===== config.mk =====
export PLATFORM = sky130hd
export DESIGN_NAME = latch_bank_write_arbiter_flat
export DESIGN_NICKNAME = d
export VERILOG_FILES = /design/src/rtl/latch_bank_write_arbiter_pkg.sv /design/src/rtl/latch_bank_write_arbiter_if.sv /design/src/rtl/latch_bank_write_arbiter_rr_arbiter.sv /design/src/rtl/latch_bank_write_arbiter.sv /design/src/flat_wrapper.sv
export SDC_FILE = /design/constraint.sdc
export NUM_CORES = 1
export LEC_CHECK = 0
export CAP_MARGIN = 15
export CORE_UTILIZATION = 51
export CTS_CLUSTER_SIZE = 20
export DETAILED_ROUTE_END_ITERATION = 8
export PLACE_DENSITY = 0.92
export SLEW_MARGIN = 5
export SYNTH_ARGS = -nofsm -noshare
export SYNTH_HDL_FRONTEND = slang
export SYNTH_SLANG_ARGS = --single-unit

===== constraint.sdc =====
create_clock -name clk -period 3.5 [get_ports clk]
set_input_delay 0.7 -clock clk [delete_from_list [all_inputs] [get_ports clk]]
set_output_delay 0.7 -clock clk [all_outputs]
set_load 0.01 [all_outputs]

===== src/rtl/latch_bank_write_arbiter_pkg.sv =====
// Shared types and constants for the latch-bank write arbiter.
// The state encoding is kept as plain 2-bit constants so it matches the original design.
package latch_bank_write_arbiter_pkg;

    typedef logic [1:0] state_t;

    localparam state_t ST_IDLE   = 2'd0;
    localparam state_t ST_SETUP  = 2'd1;
    localparam state_t ST_ENABLE = 2'd2;
    localparam state_t ST_HOLD   = 2'd3;

    localparam int unsigned EN_CYCLES_MAX = 15;

    // Index width that never collapses to zero bits.
    function automatic int unsigned idx_w(input int unsigned n);
        int unsigned w;
        w = 1;
        while ((1 << w) < n) w++;
        return w;
    endfunction

    localparam int unsigned EN_CNT_W = idx_w(EN_CYCLES_MAX + 1);

endpackage


===== src/rtl/latch_bank_write_arbiter_if.sv =====
// Requester-side bus and latch-bank outputs of the write arbiter.
// The master side is the requester/latch-bank side; the slave side is the arbiter.
interface latch_bank_write_arbiter_if #(
    parameter int unsigned NREQ  = 4,
    parameter int unsigned DW    = 8,
    parameter int unsigned NWORD = 8,
    parameter int unsigned AW    = latch_bank_write_arbiter_pkg::idx_w(NWORD)
) ();

    logic [NREQ-1:0]    req;
    logic [NREQ*AW-1:0] addr;
    logic [NREQ*DW-1:0] wdata;
    logic [NREQ-1:0]    gnt;
    logic               addr_err;
    logic [NWORD-1:0]   latch_enb;
    logic [DW-1:0]      latch_d;
    logic               busy;

    modport master (
        output req, addr, wdata,
        input  gnt, addr_err, latch_enb, latch_d, busy
    );

    modport slave (
        input  req, addr, wdata,
        output gnt, addr_err, latch_enb, latch_d, busy
    );

endinterface


===== src/rtl/latch_bank_write_arbiter_rr_arbiter.sv =====
// Round-robin picker: combinational winner search starting after the last winner,
// with the pointer advanced only when the caller commits to the pick.
module rr_arbiter
    import latch_bank_write_arbiter_pkg::*;
#(
    parameter int unsigned NREQ = 4,
    parameter int unsigned IW   = idx_w(NREQ)
) (
    input  logic            clk,
    input  logic            rst,
    input  logic [NREQ-1:0] req,
    input  logic            capture_en,
    output logic            any_req,
    output logic [NREQ-1:0] win_oh
);

    logic [IW-1:0] ptr_q, ptr_d;
    logic [IW-1:0] cand;
    logic [IW-1:0] win_idx;
    logic          found;

    // Visit ptr+1 .. ptr+NREQ (mod NREQ); the first requester hit wins.
    always_comb begin
        found   = 1'b0;
        win_idx = '0;
        cand    = '0;
        for (int unsigned k = 1; k <= NREQ; k++) begin
            cand = IW'((32'(ptr_q) + k) % NREQ);
            if (!found && req[cand]) begin
                found   = 1'b1;
                win_idx = cand;
            end
        end
    end

    always_comb begin
        win_oh          = '0;
        win_oh[win_idx] = found;
    end

    assign any_req = |req;

    always_comb begin
        ptr_d = ptr_q;
        if (capture_en && found) begin
            ptr_d = win_idx;
        end
    end

    always_ff @(posedge clk or posedge rst) begin
        if (rst) begin
            ptr_q <= IW'(NREQ - 1);
        end else begin
            ptr_q <= ptr_d;
        end
    end

endmodule


===== src/rtl/latch_bank_write_arbiter.sv =====
// Shares one write port of a level-sensitive latch bank among NREQ requesters,
// sequencing each write as setup / enable pulse / hold with registered outputs.
module latch_bank_write_arbiter
    import latch_bank_write_arbiter_pkg::*;
#(
    parameter int unsigned NREQ      = 4,
    parameter int unsigned DW        = 8,
    parameter int unsigned NWORD     = 8,
    parameter int unsigned EN_CYCLES = 1
) (
    input  logic                    clk,
    input  logic                    rst,
    latch_bank_write_arbiter_if.slave bus
);

    localparam int unsigned AW = idx_w(NWORD);

    state_t                state_q, state_d;
    logic [EN_CNT_W-1:0]   cnt_q, cnt_d;
    logic [NREQ-1:0]       owner_q, owner_d;
    logic [AW-1:0]         waddr_q, waddr_d;
    logic [DW-1:0]         wdat_q, wdat_d;

    logic [NREQ-1:0]       gnt_q, gnt_d;
    logic                  addr_err_q, addr_err_d;
    logic [NWORD-1:0]      latch_enb_q, latch_enb_d;
    logic [DW-1:0]         latch_d_q, latch_d_d;
    logic                  busy_q, busy_d;

    logic [NREQ-1:0]       win_oh;
    logic                  any_req;
    logic                  capture;
    logic [AW-1:0]         sel_addr;
    logic [DW-1:0]         sel_data;

    assign capture = (state_q == ST_IDLE) && any_req;

    rr_arbiter #(
        .NREQ (NREQ),
        .IW   (idx_w(NREQ))
    ) u_rr (
        .clk        (clk),
        .rst        (rst),
        .req        (bus.req),
        .capture_en (capture),
        .any_req    (any_req),
        .win_oh     (win_oh)
    );

    always_comb begin
        sel_addr = '0;
        sel_data = '0;
        for (int unsigned i = 0; i < NREQ; i++) begin
            if (win_oh[i]) begin
                sel_addr = bus.addr[i*AW +: AW];
                sel_data = bus.wdata[i*DW +: DW];
            end
        end
    end

    always_comb begin
        state_d = state_q;
        cnt_d   = cnt_q;
        owner_d = owner_q;
        waddr_d = waddr_q;
        wdat_d  = wdat_q;
        case (state_q)
            ST_IDLE: begin
                if (capture) begin
                    state_d = ST_SETUP;
                    owner_d = win_oh;
                    waddr_d = sel_addr;
                    wdat_d  = sel_data;
                end
            end
            ST_SETUP: begin
                state_d = ST_ENABLE;
                cnt_d   = EN_CNT_W'(EN_CYCLES - 1);
            end
            ST_ENABLE: begin
                if (cnt_q == '0) begin
                    state_d = ST_HOLD;
                end else begin
                    cnt_d = cnt_q - EN_CNT_W'(1);
                end
            end
            ST_HOLD: begin
                state_d = ST_IDLE;
            end
            default: begin
                state_d = ST_IDLE;
            end
        endcase
    end

    // Outputs are decoded from the next state so every latch-facing pin is a flop.
    // latch_d only moves on entry to SETUP, when no enable bit can be high.
    always_comb begin
        latch_d_d  = (state_d == ST_SETUP) ? wdat_d : latch_d_q;
        busy_d     = (state_d != ST_IDLE);
        gnt_d      = (state_d == ST_HOLD) ? owner_d : '0;
        addr_err_d = (state_d == ST_HOLD) && (32'(waddr_d) >= NWORD);
        latch_enb_d = '0;
        for (int unsigned w = 0; w < NWORD; w++) begin
            latch_enb_d[w] = (state_d == ST_ENABLE) && (32'(waddr_d) == w);
        end
    end

    always_ff @(posedge clk or posedge rst) begin
        if (rst) begin
            state_q     <= ST_IDLE;
            cnt_q       <= '0;
            owner_q     <= '0;
            waddr_q     <= '0;
            wdat_q      <= '0;
            gnt_q       <= '0;
            addr_err_q  <= 1'b0;
            latch_enb_q <= '0;
            latch_d_q   <= '0;
            busy_q      <= 1'b0;
        end else begin
            state_q     <= state_d;
            cnt_q       <= cnt_d;
            owner_q     <= owner_d;
            waddr_q     <= waddr_d;
            wdat_q      <= wdat_d;
            gnt_q       <= gnt_d;
            addr_err_q  <= addr_err_d;
            latch_enb_q <= latch_enb_d;
            latch_d_q   <= latch_d_d;
            busy_q      <= busy_d;
        end
    end

    assign bus.gnt       = gnt_q;
    assign bus.addr_err  = addr_err_q;
    assign bus.latch_enb = latch_enb_q;
    assign bus.latch_d   = latch_d_q;
    assign bus.busy      = busy_q;

endmodule


===== src/flat_wrapper.sv =====
// flat-port wrapper written by rule: the top's interface ports become plain ports
module latch_bank_write_arbiter_flat import latch_bank_write_arbiter_pkg::*;
#(
    parameter int unsigned NREQ      = 4,
    parameter int unsigned DW        = 8,
    parameter int unsigned NWORD     = 8,
    parameter int unsigned EN_CYCLES = 1
)
  (clk, rst, bus_req, bus_addr, bus_wdata, bus_gnt, bus_addr_err, bus_latch_enb, bus_latch_d, bus_busy);
  latch_bank_write_arbiter_if #(.NREQ(NREQ), .DW(DW), .NWORD(NWORD)) bus_i ();
  input  logic clk;
  input  logic rst;
  input wire logic [$bits(bus_i.req)-1:0] bus_req;
  input wire logic [$bits(bus_i.addr)-1:0] bus_addr;
  input wire logic [$bits(bus_i.wdata)-1:0] bus_wdata;
  output wire logic [$bits(bus_i.gnt)-1:0] bus_gnt;
  output wire logic [$bits(bus_i.addr_err)-1:0] bus_addr_err;
  output wire logic [$bits(bus_i.latch_enb)-1:0] bus_latch_enb;
  output wire logic [$bits(bus_i.latch_d)-1:0] bus_latch_d;
  output wire logic [$bits(bus_i.busy)-1:0] bus_busy;
  assign bus_i.req = bus_req;
  assign bus_i.addr = bus_addr;
  assign bus_i.wdata = bus_wdata;
  assign bus_gnt = bus_i.gnt;
  assign bus_addr_err = bus_i.addr_err;
  assign bus_latch_enb = bus_i.latch_enb;
  assign bus_latch_d = bus_i.latch_d;
  assign bus_busy = bus_i.busy;
  latch_bank_write_arbiter #(.NREQ(NREQ), .DW(DW), .NWORD(NWORD), .EN_CYCLES(EN_CYCLES)) u_core (.clk(clk), .rst(rst), .bus(bus_i));
endmodule

==> results of run 1 <==
## stage by stage
step | hold WS, ps | setup WS [ps] | total power [W]
floorplan | 433 | 1300 | 0.00174
global placement | 452 | 486 | 0.00217
detailed placement | 459 | 406 | 0.00222
CTS | 479 | 716 | 0.00255
global route | 529 | 451 | 0.00272
finish | 479 | 694 | 0.00255
## worst max-delay path, delay by kind of cell
family                 cells  cell delay, ps
buffers and inverters      2             930
AOI/OAI and AO/OA          4            1130
and+or+nand+nor            1             210
## cell families (layout without fill, tap and decap cells)
group           Yosys count  count (layout)  share of synthesized area [%]
flops                    44              44                           46.2
fa+ha+maj                 6               6                           3.14
other cells               1               1                          0.157
buf+inv                  26             101                           5.60
mux                      19              19                           8.38
compound gates           70              70                           22.6
simple gates             62              62                           13.6
xor+xnor                  1               1                          0.367
## final cells by class
cell class,instances,area [µm²]
fillers,315,1170
multi-input cells,159,1160
flip-flops and latches,44,1100
repair buffers,78,761
clock buffers,7,86.3
well taps,52,65.1
inverters,15,56.3
clock inverters,1,7.51
## layer usage
layer | share of wire [%] | vias to the layer above
met5 | 0 | -
met4 | 1.3 | 0
met3 | 6.3 | 6
met2 | 51 | 73
met1 | 41 | 980
li1 | - | 968
## flip-flops by register name, summed over array words and instances (netlist names)
signal,cells
u_core.bus.busy,1
u_core.owner_q,4
u_core.wdat_q,8
u_core.waddr_q,3
u_core.bus.gnt,4
u_core.bus.latch_d,8
u_core.state_q,2
u_core.cnt_q,4
u_core.u_rr.ptr_q,2
u_core.bus.latch_enb,8
## report_power, final
part	internal, W	total (W)	switching [W]	leakage (nW)
registers	0.000719	0.000829	0.000110	0.545
clock network	0.000160	0.000324	0.000163	0.0445
logic	0.000673	0.00139	0.000720	0.843
total	0.00155	0.00255	0.000993	1.43
## worst paths after layout
| path | start | to |
|---|---|---|
| worst max register to register | u_core.u_rr.ptr_q[1] | u_core.bus.latch_enb[1] |
| worst min register to register | u_core.owner_q[1] | u_core.owner_q[1] |
| worst min-delay path | u_core.owner_q[1] | u_core.owner_q[1] |
| max in group asynchronous | rst | u_core.u_rr.ptr_q[0] |
| worst max-delay path | bus_req[3] | u_core.bus.latch_enb[2] |
| min in group asynchronous | rst | u_core.bus.gnt[1] |
## placed cells by master (no fill, tap or decap), types with 3 or more instances in the layout
master | netlist | routed
mux2_2 | 8 | 8
nor2b_1 | 3 | 3
clkdlybuf4s50_1 | 0 | 70
o21ai_0 | 8 | 8
and3_1 | 6 | 6
dfrtp_1 | 42 | 42
inv_1 | 13 | 12
or2_2 | 3 | 3
ha_1 | 6 | 6
buf_4 | 2 | 8
a21oi_2 | 3 | 3
nor3_1 | 4 | 4
a22o_1 | 8 | 8
clkinv_1 | 2 | 3
nand2_1 | 19 | 19
nor2_1 | 13 | 13
mux2i_1 | 11 | 11
a21oi_1 | 24 | 24
clkbuf_8 | 0 | 6
==> summary.txt, run 1 <==
Pwr
  • Leak: 1.43 nW
  • Max IR drop VDD: 0.000463 V
  • Power per cell area: 785 nW/µm²

Route
  • Final wirelength: 5590 µm
  • Initial DRT Pass Iterations: 4
  • Via count: 2027
  • Vias per cell: 5.69
  • Drt wl/cell: ~16 µm
  • Post-route ant nets: 0
  • Residual DRC count: 0
  • Iteration-0 DRC Markers: 100

CTS
  • Post-cts resize count: 0
  • Clock slew at reported path FFs: around 80 ps
  • CTS tree: built
  • CTS root buf: clkbuf_8
  • Clock Tree Buf Depth: 2
  • Hold_buf cts: 0
  • Clock sink total: 44
  • Worst-Skew Late Latency: roughly 290 ps
  • Num CTS Buffers: 5
  • H-tree Lvls: 2
  • Post-CTS setup buffers: 0

Worst hold path
  • Min-Delay Path Class: reg2reg
  • Hold depth: 2

Cells and area
  • Fin util: between 70% and 80%
  • Area growth syn-to-layout: 35.7%
  • Layout cells sized above 1: 14.1%
  • # diodes: 0
  • Fin nets: 359
  • Layout Cells excl Fill: 356
  • Design Area, Final: 3240 µm²

Global routing
  • Remaining global-route overflow: 0
  • GR Layer Usage met2: between 40% and 50%
  • Largest net degree at the start of global routing: 25
  • Vias in the first global route: around 2.0k
  • Grt met3 use: 4.91%
  • Total Routing Usage GR: 24.3%
  • First-pass GRT wire length: 9300 µm
  • GRT busiest layer: met2
  • Routing usage on met1: a little under a third
  • Initial antenna violation count: 0

Placed design
  • RD Place Congestion: 0.862
  • Cells after DPL: 348
  • IO Port Bufs: 70
  • DP Wirelength: 4200 µm
  • Dpl cell area: roughly 3100 µm²

Synth
  • Leading area contributor after synthesis: dfrtp_1
  • Cell with the most instances after synthesis: dfrtp_1
  • Synth unique cells: 56
  • Area share of the largest cell type after synthesis: 44.0%
  • Asr flop ratio synth: 100%
  • Post-synth top flop: dfrtp_1
  • Sequential area share after synthesis: a little under half
  • Synthesis Warnings: 0
  • Post-synth EDFFs: 0
  • Mapped Cells: 229
  • Synth top cells by count: 42 x dfrtp_1, 24 x a21oi_1, 19 x nand2_1
  • Syn_area_per_cell: 10.4 µm²
  • #FFs+latches synth: 44
  • Mapped Nets: about 290
  • Synth top area cells: dfrtp_1 44%, a21oi_1 5.0%, mux2i_1 4.6%, mux2_2 3.8%, ha_1 3.1%
  • Mapped cell area: ~2400 µm²

Critical path
  • R2r worst-path depth: 6
  • Crit path cell chain: clkdlybuf4s50_1, a2bb2oi_1, o32ai_1, a221o_1, a21oi_2, clkinv_1, and3_1
  • CP Capture Type: flop
  • Peak fanout along the critical path: 11
  • Worst setup SP type: primary input
  • Critical Path RT: 3680 ps
  • Setup CP Type: in2reg
  • Worst path slowest cell: clkdlybuf4s50_1
  • Arrival time at the worst endpoint: about 3000 ps
  • CP max stage delay: about 730 ps
  • Worst R2R Setup Slack: 1140 ps

STA
  • Min Clock Period, post-route: 2810 ps
  • Final Hold Violating Endpoints: 0
  • Setup violations, final: 0
  • Slew @ Worst Pin: 684 ps
  • Setup_tns: 0 ps
  • Final Max Slew Viols: 0
  • Max Clock Skew: about 5.2 ps
  • RSZ-0062 raised after global routing: no
  • Max-slew headroom: 53.8%
  • Fmax: 0.356 GHz
  • Final worst path period share: 80.2%

Die
  • Chip Width: 70.5 µm
  • Die height: 70.5 µm
  • Die Area: 4960 µm²
  • Num rows: 24
  • Core ar.: 4410 µm²
  • I/O pin cnt: 72
  • Initial core utilization: 54.1%

Run status
  • Outcome: finished, final reports clean

Flow run
  • Max Cap Violations: 0
Power figures use the tool's default switching activity.
==> run 2, diff against run 1 <==
- CORE_UTILIZATION: 51 -> 42
- PLACE_DENSITY: 0.92 -> 0.82
- clock period: 3.5 -> 2.3 ns (I/O delays scaled with it)
==> run 2 against run 1 <==
  * Register-to-register slack got worse by 1100 ps
  * Hold slack improved by 2.8 ps
  * Worst setup slack got worse by 610 ps
  * Sequential power increased by 50%
  * Critical path type is now reg2reg
  * Critical endpoint is now u_core.bus.latch_enb[3]
  * Largest cell class unchanged
==> summary.txt, run 2 (synthesis results as in run 1) <==
Placed design
  • DP Wirelength: between 4000 and 5000 µm
  • RD Place Congestion: 0.879
  • IO Port Bufs: 70
  • Cells after DPL: slightly below 400

Global routing
  • Initial antenna violation count: 0
  • Vias in the first global route: approximately 2.2k
  • First-pass GRT wire length: between 10000 and 15000 µm
  • Largest net degree at the start of global routing: 25
  • Total Routing Usage GR: 21.8%
  • Remaining global-route overflow: 0

Die
  • I/O pin cnt: between 70 and 80
  • Die height: around 77 µm
  • Chip Width: 77.4 µm
  • Core ar.: between 5000 and 6000 µm²
  • Die Area: 6000 µm²
  • Num rows: 27
  • Initial core utilization: 43.4%

Run status
  • Outcome: finished, final reports clean

Critical path
  • Critical Path RT: 2510 ps
  • Arrival time at the worst endpoint: around 2400 ps
  • Critical path origin: u_core.u_rr.ptr_q[0]
  • Worst setup SP type: flop
  • Setup CP Type: reg2reg
  • CP Capture Type: flop
  • Peak fanout along the critical path: 9
  • Worst reg2reg path startpoint: u_core.u_rr.ptr_q[0]

Pwr
  • Power per cell area: 1210 nW/µm²
  • Leak: 1.59 nW
  • Max IR drop VDD: roughly 0.0008 V
  • Total power: roughly 0.0043 W

CTS
  • Clock slew at reported path FFs: 80 ps
  • Worst-Skew Late Latency: around 300 ps
  • CTS tree: built
  • Hold_buf cts: 0
  • Num CTS Buffers: 5
  • CTS root buf: clkbuf_8
  • Clock sink total: 44
  • H-tree Lvls: 2
  • Clock Tree Buf Depth: 2

Cells and area
  • Most frequent cells in the layout: 67 x clkdlybuf4s50_1, 42 x dfrtp_1, 28 x buf_4, 22 x a21oi_1, 19 x nand2_1
  • Layout Cells excl Fill: 399
  • Fin nets: 382
  • Layout cells sized above 1: 24.5%
  • Commonest non-fill, non-tap cell in the layout: clkdlybuf4s50_1
  • Area growth syn-to-layout: 48.8%
  • # diodes: 0

Route
  • Iteration-0 DRC Markers: between 100 and 150
  • Post-route ant nets: 0
  • Initial DRT Pass Iterations: 4
  • Highest metal used: met4
  • WL met3: 315 µm
  • Vias per cell: 5.37
  • Via count: 2144
  • Drt wl/cell: about 16 µm
  • Wl on met1: between 2000 and 3000 µm
  • Met2 Wirelength: 3250 µm
  • Final wirelength: 6270 µm
  • Residual DRC count: 0

STA
  • RSZ-0062 raised after global routing: yes
  • Min Clock Period, post-route: ~2200 ps
  • Setup violations, final: 0
  • Max-slew headroom: 50.0%
  • Max Clock Skew: between 2 and 3 ps
  • Final Max Slew Viols: 0
  • Fmax: 0.450 GHz
  • Slew @ Worst Pin: 746 ps
  • Final worst path period share: 96.6%
  • Final Hold Violating Endpoints: 0

Flow run
  • Max Cap Violations: 0

Worst hold path
  • Hold_sp: u_core.owner_q[1]
  • Min-Delay Path Class: reg2reg
## run 2: critical path, stage by stage, from the launching register on
cell      delay, ps
dfstp_2         630
buf_4           160
and2b_1         180
o221a_4         310
a311oi_1        380
a21oi_2         140
buf_4           160
nor3_2          170
## run 2: routing by layer
layer  track usage (%)  vias to the layer above
li1                  -                     1016
met1              27.3                     1042
met2              37.8                       79
met3              4.12                        7
met4              6.98                        0
met5                 0                        -
## run 2: report_power, final
group	total, W	switching (W)	internal [W]
Combinational	0.00247	0.00125	0.00122
Clock	0.000585	0.000264	0.000321
Sequential	0.00124	0.000145	0.00109
Total	0.00429	0.00166	0.00263
## run 2: cell type report
cell class | instances | area (µm²)
Fill cell | 441 | 1950
Multi-Input combinational cell | 159 | 1240
Sequential cell | 44 | 1100
Timing Repair Buffer | 101 | 957
Tap cell | 72 | 90.1
Clock buffer | 5 | 68.8
Inverter | 15 | 56.3
Clock inverter | 3 | 42.5
## run 2: path summary, 6_finish.rpt
kind                       slack [ps]                      end  cells past startpoint
setup / recovery                   80  u_core.bus.latch_enb[3]                      7
hold / removal                    480        u_core.owner_q[1]                      2
setup reg to reg                   80  u_core.bus.latch_enb[3]                      7
hold reg to reg                   480        u_core.owner_q[1]                      2
max in group asynchronous        1200     u_core.u_rr.ptr_q[1]                      3
min in group asynchronous         500    u_core.bus.latch_d[0]                      2
## run 2: what timing repair did
| action | CTS | global route |
|---|---|---|
| resized for setup | 6 | 16 |
| setup endpoints to repair | 12 | 17 |
| setup buffers | 0 | 1 |
| pin swaps | 2 | 4 |
## run 2: through the flow
stage               utilization (%)  area [µm²]  worst slack [ps]  TNS (ps)  hold slack [ps]
floorplan                         -        2390               260         0              433
global placement               60.9        3350              -397     -5810              452
detailed placement             60.9        3350              -403     -6720              461
CTS                            63.3        3490              4.32         0              482
global route                   64.6        3560             -30.2     -74.9              508
finish                         64.6        3560              78.9         0              482
==> run 3, diff against run 2 <==
- SLEW_MARGIN: 5 -> not set
==> results of run 3 <==
Final layout, timing and power as in run 2 (identical DEF).
==> patch 1, RTL diff (flow settings as in run 1) <==
`EN_CYCLES` is set to 1 in 2 places; all go to 0.
--- a/src/rtl/latch_bank_write_arbiter.sv
+++ b/src/rtl/latch_bank_write_arbiter.sv
@@ -8,3 +8,3 @@
     parameter int unsigned NWORD     = 8,
-    parameter int unsigned EN_CYCLES = 1
+    parameter int unsigned EN_CYCLES = 0
 ) (
--- a/src/flat_wrapper.sv
+++ b/src/flat_wrapper.sv
@@ -6,3 +6,3 @@
     parameter int unsigned NWORD     = 8,
-    parameter int unsigned EN_CYCLES = 1
+    parameter int unsigned EN_CYCLES = 0
 )
Formal check against the unedited RTL: not equivalent (a bounded check fails within 4 cycles, from zero or initial values and one cycle with rst high).
==> patch 1 against run 1 <==
Maximum frequency increased by 1.9%. Total power is 0.13% lower. Global-route usage grew 0.63 points. Setup slack better by 0.052 ns. Sequential power is 6.0% higher. Utilization down 1.7 points. Final cell count is 3.9% higher. Routed wire length up 4.5%. Non-clock buffer count unchanged. Design area shrank 2.9%. Clock power down 7.1%. Sequential cell count did not move. Area after synthesis fell by 1.8%. Largest cell class is now registers.
==> patch 1: results (changes against run 1) <==
Global routing
  – First-pass GRT wire length: 9520 um (was 9300 um)
  – Pin count of the biggest net entering global routing: 45 (was 25)
  – Vias in the first global route: 2002 (was 2021)
  – Gr usage total: 0.250 (was 0.243)

Clocking
  – CTS Buf Count: 5 (unchanged)
  – Postcts setup bufs: 0 (unchanged)
  – H-Tree Depth: 2 (unchanged)

Final layout
  – Share of layout cells above drive strength 1: 0.0786 (was 0.141)
  – Filler cells: 323 (was 315)
  – N_diodes: 0 (unchanged)
  – Non-Filler Instances: 370 (was 356)

Place
  – Placed Cells: 363 (was 348)
  – Dpl cell area: 3070 um2 (was 3150 um2)
  – DPL Wire Length: 4160 um (was 4200 um)
  – Routability Congestion: 0.876 (was 0.862)

Routing
  – WL met1: 2550 um (was 2300 um)
  – Iteration-0 DRC Markers: 200 (was 100)
  – Highest routed metal layer: met4 (unchanged)
  – Routed wl met3: 328 um (was 351 um)
  – Routed met2 length: 2820 um (was 2880 um)
  – Routed len/inst: 15.8 um (was 15.7 um)
  – Routed vias: 2102 (was 2027)

Yosys
  – Seq/Total Area, Yosys: 0.470 (was 0.462)
  – Syn Area/Cell: 9.35 um2 (was 10.4 um2)
  – Number of distinct library cells after synthesis: 45 (was 56)
  – Syn Nets: 306 (was 285)
  – Top cells by area, synth: dfrtp_1, nand2_1, a31oi_1, a311o_1, o32ai_1 (was dfrtp_1, a21oi_1, mux2i_1, mux2_2, ha_1)
  – Post-synth top cells: nand2_1, dfrtp_1, nor2_1 (was dfrtp_1, a21oi_1, nand2_1)

Hold path
  – Hold Crit Class: flop to flop (unchanged)
  – Worst hold path startpoint: u_core.owner_q[0]$_DFF_PP0_ (was u_core.owner_q[1]$_DFF_PP0_)
  – Hold Path Depth: 2 (unchanged)
  – Worst hold path endpoint: u_core.owner_q[0]$_DFF_PP0_ (was u_core.owner_q[1]$_DFF_PP0_)

Run status
  – Status: complete, no violations (unchanged)

Setup path
  – Reg2Reg Setup Slack: 1.14 ns (about the same)
  – Reg2reg start: u_core.u_rr.ptr_q[0]$_DFFE_PP1P_ (was u_core.u_rr.ptr_q[1]$_DFFE_PP1P_)
  – Setup crit end: u_core.bus.latch_enb[1]$_DFF_PP0_ (was u_core.bus.latch_enb[2]$_DFF_PP0_)
  – Worst-path fanout max: 12 (was 11)
  – Worst path max stage delay: 0.76 ns (was 0.73 ns)
  – Worst EP arrival: 2.95 ns (was 2.99 ns)
  – Top delay family on crit path: buffers and inverters (was compound AO/OA/AOI/OAI gates)

Pwr
  – Maximum vdd drop: 0.435 mV (was 0.463 mV)
  – P_leak: 1.34 nW (was 1.43 nW)
  – Pint: 0.00149 W (was 0.00155 W)
  – Combinational cell fraction of total power: 0.535 (was 0.547)
  – Clk pwr share: 0.119 (was 0.127)
  – Sw frac: 0.415 (was 0.390)

Timing
  – Max Clock Skew: 0.00862 ns (was 0.00517 ns)
  – Slew headroom: 0.643 (was 0.538)
-- patch 1: changes by cell type in the layout (fill, tap and decap cells not counted), moves of 6 or more --
| cell | before | now |
|---|---|---|
| nor2b_1 | 3 | 10 |
| a21oi_1 | 24 | 8 |
| a311o_1 | 0 | 8 |
| a22o_1 | 8 | 0 |
| a31oi_1 | 1 | 13 |
| mux2_2 | 8 | 0 |
| and3_1 | 6 | 0 |
| nor4_1 | 0 | 8 |
| nand2_1 | 19 | 53 |
| mux2i_1 | 11 | 3 |
| o32ai_1 | 2 | 8 |
-- patch 1: logic make-up (layout without fill, tap and decap cells) --
logic type / Yosys count / count (layout) / share of synthesized area
muxes: 3 / 3 / 0.0128
DFF: 44 / 44 / 0.470
xor gates and xnor gates: 1 / 1 / 0.00373
and+or+nand+nor: 99 / 99 / 0.192
other: 1 / 1 / 0.00160
AOI/OAI and AO/OA: 67 / 67 / 0.227
adders and majority gates: 5 / 5 / 0.0267
buffers and inverters: 31 / 98 / 0.0656
-- patch 1: cell type report --
| cell class | count | share of cell area |
|---|---|---|
| sequential | 44 | 0.351 |
| multi-input combinational | 176 | 0.346 |
| timing repair buffer | 78 | 0.242 |
| clock buffer | 5 | 0.0219 |
| tap | 52 | 0.0207 |
| inverter | 13 | 0.0155 |
| clock inverter | 2 | 0.00397 |
-- patch 1: stage by stage --
stage,worst slack (ns),hold WS (ns),utilization
floorplan,1.30,0.433,-
global placement,0.584,0.443,0.699
detailed placement,0.479,0.451,0.699
CTS,0.766,0.468,0.718
global route,0.591,0.500,0.718
finish,0.745,0.463,0.718
-- patch 1: layer usage --
layer,GRT usage,up-vias
met1,0.346,996
met5,0,-
met3,0.0480,14
met4,0.0844,0
met2,0.394,66
li1,-,1026
==> patch 2, RTL diff (flow settings as in run 1) <==
Without the edit above. Take the reset off `waddr_q` and load it in a clocked block of its own.
--- a/src/rtl/latch_bank_write_arbiter.sv
+++ b/src/rtl/latch_bank_write_arbiter.sv
@@ -113,3 +113,2 @@
             owner_q     <= '0;
-            waddr_q     <= '0;
             wdat_q      <= '0;
@@ -124,3 +123,2 @@
             owner_q     <= owner_d;
-            waddr_q     <= waddr_d;
             wdat_q      <= wdat_d;
@@ -132,2 +130,6 @@
         end
+    end
+
+    always_ff @(posedge clk) begin
+        waddr_q <= waddr_d;
     end
Behaviour: same outputs for any inputs over 10 cycles, from zero or initial values and one cycle with rst high; that may be too few to reach the edited logic, so the function may still have changed.
==> patch 2 against run 1 <==
Sequential share of layout area shrank 0.40 points. Non-clock buffer count shrank 4. Routed wire length grew 1.6%. Area after synthesis shrank 0.63%. Die area shrank 0.61%. Sequential cell count is the same. Clock skew grew 0.0021 ns. Total power grew 3.7%. Worst hold slack gained 0.0051 ns. Register-to-register slack lost 0.06 ns. Setup slack lost 0.11 ns. Design area shrank 0.19%. Largest cell class unchanged.
==> patch 2: results (changes against run 1) <==
Run status
  – Status: complete, no violations (unchanged)

Place
  – Pre-CTS setup slack: 0.306 ns (was 0.406 ns)
  – DPL Wire Length: 4120 um (was 4200 um)
  – Routability Congestion: 0.944 (was 0.862)

Setup path
  – Setup crit end: u_core.bus.latch_enb[5]$_DFF_PP0_ (was u_core.bus.latch_enb[2]$_DFF_PP0_)
  – R2r worst-path depth: 7 (was 6)
  – Reg2Reg Setup Slack: 1.08 ns (was 1.14 ns)
  – Worst r2r dst: u_core.bus.latch_d[2]$_DFFE_PP0N_ (was u_core.bus.latch_enb[1]$_DFF_PP0_)
  – Worst-path fanout max: 11 (unchanged)
  – Worst path max stage delay: 0.77 ns (was 0.73 ns)
  – Crit path from: bus_req[0] (was bus_req[3])

Routing
  – WL met1: 2470 um (was 2300 um)
  – Via density: 5.72 (was 5.69)
  – Final WL: 5680 um (was 5590 um)
  – Routed met2 length: 2830 um (was 2880 um)
  – Routed wl met3: 293 um (was 351 um)
  – Iteration-0 DRC Markers: 129 (was 100)

Timing
  – Max Clock Skew: 0.00726 ns (was 0.00517 ns)
  – Final Critical Period: 2.92 ns (was 2.81 ns)
  – Slew headroom: 0.535 (was 0.538)

Pwr
  – P_leak: 1.43 nW (about the same)
  – Pint: 0.00165 W (was 0.00155 W)
  – Sequential power: 0.000828 W (was 0.000829 W)
  – Sw frac: 0.376 (was 0.390)
  – Maximum vdd drop: 0.521 mV (was 0.463 mV)

Final layout
  – Non-clk buf share: 0.226 (was 0.235)
  – Reg area: 1090 um2 (was 1100 um2)
  – Fraction of area in clock buffers and inverters: 0.0410 (was 0.0289)
  – Fraction of area in multi-input gates: 0.359 (about the same)
  – Non-Clock Buffer Count: 74 (was 78)
  – Filler cells: 322 (was 315)
  – Final nets: 355 (was 359)

Yosys
  – Post-synth top cells: dfrtp_1, a21oi_1, nand2_1 (unchanged)
  – Mux contribution to synthesized area: 0.0843 (was 0.0838)
  – Seq/Total Area, Yosys: 0.458 (was 0.462)
  – Compound-Gate Fraction of Synth Area: 0.228 (was 0.226)
  – XOR/XNOR Fraction of Synth Area: 0.00369 (was 0.00366)
  – Number of distinct library cells after synthesis: 57 (was 56)

Global routing
  – Gr usage total: 0.251 (was 0.243)
  – First-pass GRT wire length: 9750 um (was 9300 um)
  – Grt met1 use: 0.320 (was 0.310)
  – Vias in the first global route: 2094 (was 2021)
  – Met3 Use GR: 0.0620 (was 0.0491)
  – Pin count of the biggest net entering global routing: 41 (was 25)
  – Met2 global-route usage: 0.416 (was 0.404)
[patch 2: stage by stage]
stage | std cells | hold slack (ns) | utilization | instance area, um2
CTS | 352 | 0.487 | 0.733 | 3240
global placement | 344 | 0.453 | 0.703 | 3100
finish | 352 | 0.484 | 0.733 | 3240
global route | 352 | 0.532 | 0.733 | 3240
floorplan | 229 | 0.433 | - | 2370
detailed placement | 344 | 0.468 | 0.703 | 3100
[patch 2: worst register-to-register path, cell delays in order (launching register included)]
cell     delay, ns
dfrtp_1       0.42
inv_1         0.09
ha_1          0.13
nor3b_1       0.38
or2_2         0.22
a21oi_4       0.07
nor3_2        0.57
mux2_2        0.41
[patch 2: kinds of logic after synthesis]
| logic type | after synthesis |
|---|---|
| flip-flops | 44 |
| other | 1 |
| AO/OA/AOI/OAI | 70 |
| multiplexers | 19 |
| XOR/XNOR | 1 |
| adder cells (fa/ha/maj) | 6 |
| AND/OR/NAND/NOR | 62 |
| buffers and inverters | 26 |
